File: src/rtl/interboard_msg_sender.sv
// Serializes one 24-bit game-control message plus XOR checksum onto the 4-bit
// inter-board link as seven nibbles, using a four-phase req/ack handshake.
module interboard_msg_sender #(
    parameter int TIMEOUT = 50000
) (
    input  logic       clk,
    input  logic       rst,
    input  logic       interboard_rst,
    input  logic       ctrl_en,
    input  logic [3:0] ctrl_msg_type,
    input  logic [5:0] ctrl_card,
    input  logic [4:0] ctrl_block_x,
    input  logic [2:0] ctrl_block_y,
    input  logic [2:0] ctrl_sel_len,
    input  logic       ctrl_move_dir,
    input  logic       send_ack,
    output logic       send_req,
    output logic [3:0] send_data,
    output logic       busy,
    output logic       inter_ready,
    output logic       inter_fail,
    output logic       overrun
);

    localparam logic [1:0] S_IDLE   = 2'd0;
    localparam logic [1:0] S_REQ_HI = 2'd1;
    localparam logic [1:0] S_REQ_LO = 2'd2;
    localparam logic [1:0] S_DONE   = 2'd3;

    localparam logic [19:0] TO_LAST   = 20'(TIMEOUT - 1);
    localparam logic [2:0]  LAST_NIB  = 3'd6;

    logic [1:0]  r_state;
    logic [2:0]  r_idx;
    logic [19:0] r_cnt;
    logic [23:0] r_msg;
    logic [3:0]  r_chk;
    logic        r_ack_meta;
    logic        r_ack_s;
    logic        r_send_req;
    logic [3:0]  r_send_data;
    logic        r_busy;
    logic        r_inter_ready;
    logic        r_inter_fail;
    logic        r_overrun;

    logic [1:0]  w_next_state;
    logic        w_capture;
    logic        w_idx_inc;
    logic        w_fail;
    logic        w_timeout;
    logic [23:0] w_new_msg;

    function automatic logic [3:0] f_checksum(input logic [23:0] msg);
        return msg[23:20] ^ msg[19:16] ^ msg[15:12] ^ msg[11:8] ^ msg[7:4] ^ msg[3:0];
    endfunction

    function automatic logic [3:0] f_nibble(input logic [23:0] msg, input logic [3:0] chk,
                                            input logic [2:0] idx);
        case (idx)
            3'd0:    return msg[23:20];
            3'd1:    return msg[19:16];
            3'd2:    return msg[15:12];
            3'd3:    return msg[11:8];
            3'd4:    return msg[7:4];
            3'd5:    return msg[3:0];
            default: return chk;
        endcase
    endfunction

    assign w_new_msg = {ctrl_msg_type, ctrl_card, ctrl_block_x, ctrl_block_y,
                        ctrl_sel_len, ctrl_move_dir, 2'b00};
    assign w_timeout = (r_cnt == TO_LAST);

    // The remote ack is asynchronous; the soft reset deliberately leaves these flops alone.
    always_ff @(posedge clk or negedge rst) begin
        if (!rst) begin
            r_ack_meta <= 1'b0;
            r_ack_s    <= 1'b0;
        end else begin
            r_ack_meta <= send_ack;
            r_ack_s    <= r_ack_meta;
        end
    end

    always_comb begin
        w_next_state = r_state;
        w_capture    = 1'b0;
        w_idx_inc    = 1'b0;
        w_fail       = 1'b0;
        case (r_state)
            S_IDLE: begin
                if (ctrl_en) begin
                    w_next_state = S_REQ_HI;
                    w_capture    = 1'b1;
                end
            end
            S_REQ_HI: begin
                if (r_ack_s) begin
                    w_next_state = S_REQ_LO;
                end else if (w_timeout) begin
                    w_next_state = S_IDLE;
                    w_fail       = 1'b1;
                end
            end
            S_REQ_LO: begin
                if (!r_ack_s) begin
                    if (r_idx == LAST_NIB) begin
                        w_next_state = S_DONE;
                    end else begin
                        w_next_state = S_REQ_HI;
                        w_idx_inc    = 1'b1;
                    end
                end else if (w_timeout) begin
                    w_next_state = S_IDLE;
                    w_fail       = 1'b1;
                end
            end
            default: w_next_state = S_IDLE;
        endcase
    end

    // Every output is a flop loaded from the next-state decision, so none is combinational.
    always_ff @(posedge clk or negedge rst) begin
        if (!rst) begin
            r_state       <= S_IDLE;
            r_idx         <= 3'd0;
            r_cnt         <= 20'd0;
            r_send_req    <= 1'b0;
            r_send_data   <= 4'd0;
            r_busy        <= 1'b0;
            r_inter_ready <= 1'b0;
            r_inter_fail  <= 1'b0;
            r_overrun     <= 1'b0;
        end else if (interboard_rst) begin
            r_state       <= S_IDLE;
            r_idx         <= 3'd0;
            r_cnt         <= 20'd0;
            r_send_req    <= 1'b0;
            r_send_data   <= 4'd0;
            r_busy        <= 1'b0;
            r_inter_ready <= 1'b0;
            r_inter_fail  <= 1'b0;
            r_overrun     <= 1'b0;
        end else begin
            r_state       <= w_next_state;
            r_send_req    <= (w_next_state == S_REQ_HI);
            r_busy        <= (w_next_state != S_IDLE);
            r_inter_ready <= (w_next_state == S_DONE);
            r_inter_fail  <= w_fail;
            if (ctrl_en && (r_state != S_IDLE)) begin
                r_overrun <= 1'b1;
            end
            if (w_capture) begin
                r_idx       <= 3'd0;
                r_send_data <= w_new_msg[23:20];
            end else if (w_idx_inc) begin
                r_idx       <= r_idx + 3'd1;
                r_send_data <= f_nibble(r_msg, r_chk, r_idx + 3'd1);
            end
            if (w_next_state != r_state) begin
                r_cnt <= 20'd0;
            end else if ((r_state == S_REQ_HI) || (r_state == S_REQ_LO)) begin
                r_cnt <= r_cnt + 20'd1;
            end
        end
    end

    always_ff @(posedge clk) begin
        if (w_capture && !interboard_rst) begin
            r_msg <= w_new_msg;
            r_chk <= f_checksum(w_new_msg);
        end
    end

    assign send_req    = r_send_req;
    assign send_data   = r_send_data;
    assign busy        = r_busy;
    assign inter_ready = r_inter_ready;
    assign inter_fail  = r_inter_fail;
    assign overrun     = r_overrun;

endmodule
File: config.mk
export PLATFORM = sky130hd
export DESIGN_NAME = interboard_msg_sender
export DESIGN_NICKNAME = d
export VERILOG_FILES = /design/src/rtl/interboard_msg_sender.sv
export SDC_FILE = /design/constraint.sdc
export NUM_CORES = 1
export LEC_CHECK = 0
export CAP_MARGIN = 10
export CORE_MARGIN = 3
export CORE_UTILIZATION = 59
export CTS_BUF_LIST = sky130_fd_sc_hd__clkbuf_2 sky130_fd_sc_hd__clkbuf_4 sky130_fd_sc_hd__clkbuf_8
export DETAILED_ROUTE_END_ITERATION = 10
export PLACE_DENSITY_LB_ADDON = 0.15
export SLEW_MARGIN = 20
export SYNTH_ARGS = -nofsm -noshare
export SYNTH_HDL_FRONTEND = slang
export SYNTH_SLANG_ARGS = --single-unit
File: constraint.sdc
create_clock -name clk -period 2.8 [get_ports clk]
set_input_delay 0.56 -clock clk [delete_from_list [all_inputs] [get_ports clk]]
set_output_delay 0.56 -clock clk [all_outputs]
set_load 0.1 [all_outputs]
# Word-level counts from Yosys, hierarchy flattened
# Cells that the tools add are included.
# Widths: inputs -> output; s select.
# classes
n_bitwise	5
n_eq_ne	12
mux	32
reduce_logical	11
n_addsub	2
# op_table
operator	count
$mux 20	3
$pmux 4 s6	1
$add 20x1->20 const B	1
$eq 20x16->1 const B	1
$xor 4x4->4	5
$mux 1	14
$mux 2	6
$mux 4	3
$eq 3x3->1 const B	3
$mux 3	3
$eq 3x2->1 const B	2
$pmux 2 s3	1
$reduce_bool 2->1	3
$reduce_bool 3->1	2
$eq 2x1->1 const B	2
$eq 2x2->1 const B	2
$add 3x1->3 const B	1
$eq 3x1->1 const B	1
$logic_not 3->1	1
$logic_and 1x1->1	2
$logic_not 2->1	1
$ne 2x2->1	1
$pmux 1 s2	1
$logic_not 1->1	1
$logic_or 1x1->1	1
# totals
output_inout_bits	9
register_bits	62
inputBits	27
word_cells	75

# Depth between registers and ports, before layout
# logic_depth
word_depth	7
mapped_depth	8
ltp_nobuf	7

# Least setup slack after synthesis
# OpenSTA, ideal clock, no wires.
# synth_timing
path_type	register to register
from	register r_state[1]
to	register r_chk[0], enable pin
slack_ns	0.361
t_arrival_ns	2.031
setup_ns	0.409
stages_incl_launch_ff	5
path_buffers	0
required_time_ns	2.391
synth_period_minus_slack_ns	2.439
cell_sequence	dfrtp_1 inv_1 ha_1 nand2_1 nor2_1
# synth_via
elab_chain_cells	3
# synth_lines
item	line_no	text
start: declaration	33	logic [1:0] r_state;
start signal: assignment	146	r_state <= w_next_state;
$logic_not 2->1	91	case (r_state)
$mux 1	91	
$logic_and 1x1->1	170	if (w_capture && !interboard_rst) begin
end signal: assignment	172	r_chk <= f_checksum(w_new_msg);
end: declaration	37	logic [3:0] r_chk;
# No other way between the ends.
# A chain may end at the register's enable or synchronous reset.

# Worst setup path in the final report
# layout_timing
from	register r_idx[0]
to	register r_send_data[0] (netlist: send_data[0])
# layout_via
elab_chain_cells	6
elab_cells_between_ends	16
cone_classes	add/sub: 1; eq/ne: 6; mux: 7; reduce/logical: 2
# layout_lines
item	line_no	text
start: declaration	34	logic [2:0] r_idx;
start signal: assignment	158	r_idx <= r_idx + 3'd1;
$add 3x1->3	159	r_send_data <= f_nibble(r_msg, r_chk, r_idx + 3'd1);
$eq 3x3->1, or another cell as far along	60	case (idx)
$pmux 4 s6	60	
$mux 4	157	end else if (w_idx_inc) begin
$mux 4	154	if (w_capture) begin
$mux 4	135	end else if (interboard_rst) begin
end signal: assignment	156	r_send_data <= w_new_msg[23:20];
end signal: assignment	159	
end: declaration	41	logic [3:0] r_send_data;
# Several ways; a longest one is shown, not always the timed one. The select of a mux whose other input is x is not followed.

==> flow_results.org <==
** Floorplanning
- The floorplan step defined a die boundary enclosing 6590 um2.
- Pin placement for this block handled 36 I/O pins.
- The floorplan has 26 rows.
- The die is 81.2 um wide.
- Once the floorplan was initialized, standard cells occupied around 63% of the core.
- The region available for standard cell placement spans ~5300 um2.
- Die boundary height :: 81.2 um

** Placement
- Placed instance count :: 379
- Post-placement worst setup slack :: just over 0.3 ns
- I/O Buffers :: 35
- Once detailed placement completed, the half-perimeter wirelength came to around 4600 um.
- Placer Congestion :: between 0.8 and 0.9
- Placed instance area :: 3720 um2

** Detailed routing
- Using the TritonRoute via totals, the vias-per-cell ratio works out to 5.83.
- Number of nets still failing antenna checks after routing :: 0
- The first detailed-routing pass took 6 iterations.
- After detailed routing, the average wire length per cell comes to around 17 um.
- The first routing iteration left 123 violations.
- The final layout contains routed wiring with a total length of 6590 um.
- The detailed router placed ~2.3k vias in this run.
- In the routed design, unresolved DRC markers number 0.

** Critical path
- The worst register-to-register path ends at send_data[0].
- Worst path arrival time :: roughly 2.8 ns
- The critical path in this run is classified as register to register.
- Startpoint of the most critical register-to-register path :: r_idx[0]
- Maximum fanout along the worst path :: 5
- The signal on the critical path passes through inv_1 > ha_1 > or2_2 > a211oi_1 > a221o_1 > o211ai_1 > a21oi_1.
- The kind of cell with the highest combined delay along the critical path is compound AO/OA/AOI/OAI gates.
- Library cell contributing the largest single delay on the critical path :: a211oi_1
- STA classifies the critical path startpoint as a register.
- Type of element capturing the critical path :: register
- Combined buffer and inverter count along the critical path :: 1
- Worst R2R Path Depth :: 7
- Slack of the worst reg-to-reg path :: 0.29 ns
- Counting buffers and inverters, the worst setup path is 7 cells deep.
- Maximum single-stage delay on the critical path :: 0.68 ns
- At the worst endpoint, the required time is roughly 3.1 ns.

** Pwr
- Leak :: about 1.5 nW
- Pwr Density :: ~570 nW/um2
- The worst-case IR drop observed on VDD is 0.000472 V.

** Global routing
- First-pass GRT wire length :: 11400 um
- Summed over all layers, the global routing overflow is 0.
- Via count of the first global-routing pass :: around 2.3k
- Antenna violations before repair :: 0
- Entering global routing, the biggest net connects 37 pins.
- Total track usage :: between 20% and 30%

** STA
- The count of pins over their slew limit came to 0.
- Worst-case clock skew :: about 0.0063 ns
- Measured slew at the worst slew-check pin :: approximately 0.8 ns
- Across all setup checks in the final design, the least slack found is 0.288 ns.
- Adding up every negative setup slack in the final design gives 0 ns.
- Relative slew slack :: approximately 47%
- Setup violations remaining at the end of the flow were counted as 0.
- Max Freq :: 0.398 GHz
- The smallest clock period supported by the final layout is computed as around 2.5 ns.
- Number of hold violations in the final report :: 0
- Share of the cycle needed by the critical path after routing :: 89.7%
- Unrepaired setup endpoints after global routing :: no

** Cells and area
- Fraction of the core area covered by cells at the end of the flow :: 74.5%
- Fin area :: 3930 um2
- The number of antenna diodes in the final layout is 0.
- After the flow finishes, the layout carries non-filler instances totaling 395.
- Share of post-route cells with drive strength above 1 :: between 20% and 30%
- After the last flow step, the layout net total stands at roughly 360.
- Layout area overhead :: 17.7%
- Fillcell total :: roughly 380

** Clock tree
- Buffers added to address setup during post-CTS repair amount to 0.
- CTS tree :: done
- Maximum buffer depth of the clock tree :: 2
- CTS built an H-tree with a depth of 3.
- Hold-fix buffers, CTS :: 0
- Clock latency reported for the late side of the worst-skew pair :: 0.34 ns
- Number of gates resized after cts :: 0
- For this design, the sink count on the clock tree is 62.
- Clk root buf :: clkbuf_8
- Clock-pin transition on the worst setup and hold timing paths :: around 0.070 ns
- Clock tree synthesis inserted a total of 9 buffers.

** Synth
- Register bit count reported by yosys :: 62
- The netlist uses 52 different library cells.
- Share of the synthesized area in the top cell type :: a little over a quarter
- EDFF count, synth :: 26
- Async S/R FF share, synth :: between 50% and 60%
- In this run the cell area of the synthesized design comes to around 3300 um2.
- Share of synthesized area occupied by flip-flops and latches :: 50.4%
- By area the synthesized netlist is led by dfrtp_1, edfxtp_1, xnor2_1.
- The biggest area contributor in the post-synthesis netlist is dfrtp_1.
- Synth Flop Type :: dfrtp_1
- Synthesized area per cell :: 12.0 um2
- Number of warnings printed during yosys synthesis :: 0
- Synthesis produced a netlist with a net count of approximately 320.
- After technology mapping, the gate count stands at ~280.

** Run status
- Run status :: finished clean

** Hold path
- Tightest Hold Check Type :: register to register
- Hold Path Depth :: 0
- In this run the most critical hold path is launched from r_ack_meta.
- Worst Hold Endpoint :: r_ack_s

** Run
- Max-cap violations in this run came to 0.
[kinds of logic after synthesis]
| group | count (synthesis) | synth area share (%) |
|---|---|---|
| XOR/XNOR | 41 | 11.0 |
| AO/OA/AOI/OAI | 37 | 8.63 |
| adder cells (fa/ha/maj) | 11 | 4.13 |
| flip-flops | 62 | 50.4 |
| multiplexers | 9 | 3.08 |
| AND/OR/NAND/NOR | 99 | 19.7 |
| buffers and inverters | 19 | 3.04 |
[worst max path at each step]
stage | start | end | slack (ns)
4_1_cts | r_idx[0] | send_data[2] | 0.27
3_3_place_gp | ctrl_en | r_cnt[3] | 0.36
6_report | r_idx[0] | send_data[0] | 0.29
5_1_grt | r_idx[0] | send_data[2] | 0.12
2_1_floorplan | r_state[1] | r_chk[0] | 0.36
3_5_place_dp | ctrl_en | r_cnt[3] | 0.30
[synthesized netlist by cell type, types with 2 or more instances]
| cell | n |
|---|---|
| dfrtp_1 | 36 |
| xnor2_1 | 33 |
| edfxtp_1 | 26 |
| nor3_2 | 20 |
| nand2_1 | 17 |
| nor2_1 | 15 |
| ha_1 | 11 |
| inv_1 | 11 |
| a21oi_1 | 8 |
| nor3_1 | 8 |
| xor2_1 | 7 |
| a211oi_1 | 6 |
| mux2_2 | 6 |
| nand4_1 | 6 |
| nand3_1 | 5 |
| a221o_1 | 4 |
| and2_1 | 4 |
| buf_6 | 4 |
| o211ai_1 | 4 |
| and3_1 | 3 |
| clkbuf_1 | 3 |
| nor4_1 | 3 |
| a222oi_1 | 2 |
| a22o_1 | 2 |
| mux2i_1 | 2 |
| nand2b_1 | 2 |
| nor4_4 | 2 |
| o211a_1 | 2 |
| o21ai_1 | 2 |
| or4_4 | 2 |
[layout by cell type (no fill, tap or decap), drive strengths merged, types with 2 or more instances in the layout]
cell type      instances
or2                    2
buf                   13
a21oi                  8
a211oi                 6
clkinv                 3
or4                    3
nor4                   5
a22o                   2
ha                    11
o211a                  2
clkbuf                 9
clkdlybuf4s50         26
nand3                  5
xnor2                 34
inv                   14
o211ai                 4
and3                   3
nand2                 17
mux2i                  2
o21ai                  3
mux2                   7
nor3                  28
and2                   4
edfxtp                26
nand4                  6
nor2                  15
dfrtp                 36
a222oi                 2
xor2                   7
a221o                  4
nand2b                 2
[stage by stage]
| stage | total power [mW] | hold WS (ns) |
|---|---|---|
| 2_1_floorplan | 1.37 | 0.264 |
| 3_3_place_gp | 1.47 | 0.342 |
| 3_5_place_dp | 1.48 | 0.341 |
| 4_1_cts | 2.27 | 0.367 |
| 5_1_grt | 2.35 | 0.373 |
| 6_report | 2.26 | 0.365 |
[state kept, by name (all words and copies together), names as in the netlist]
name,cells
overrun,1
r_chk,4
r_state,2
r_idx,3
busy,1
r_ack_s,1
r_msg,22
r_cnt,20
send_data,4
inter_fail,1
send_req,1
r_ack_meta,1
inter_ready,1
[cell type report]
cell class	instances	area, um2	area share (%)
Timing Repair Buffer	39	358	9.11
Inverter	11	41.3	1.05
Multi-Input combinational cell	197	1560	39.6
Sequential cell	62	1680	42.8
Clock inverter	7	78.8	2.01
Clock buffer	9	124	3.15
Tap cell	70	87.6	2.23
[metal layers]
metal  routed length (um)  vias to the layer above  share of wire, %  GRT usage [%]
li1                     -                     1096                 -              -
met5                    0                        -                 0              0
met4                  112                        0               1.7           8.28
met3                  432                       15               6.6           6.21
met1                 2890                     1117                44           31.3
met2                 3160                       73                48           35.4
[power by group]
part / internal [mW] / switching, mW
clock network: 0.421 / 0.371
registers: 1.01 / 0.0268
logic: 0.146 / 0.287
[worst reg2reg max path, delay by kind of cell (launching register included)]
family | cells | cell delay (ns)
buf+inv | 1 | 0.12
flops | 1 | 0.47
compound gates | 4 | 1.23
fa+ha+maj | 1 | 0.29
simple gates | 1 | 0.31
(Power assumes the default switching activity.)
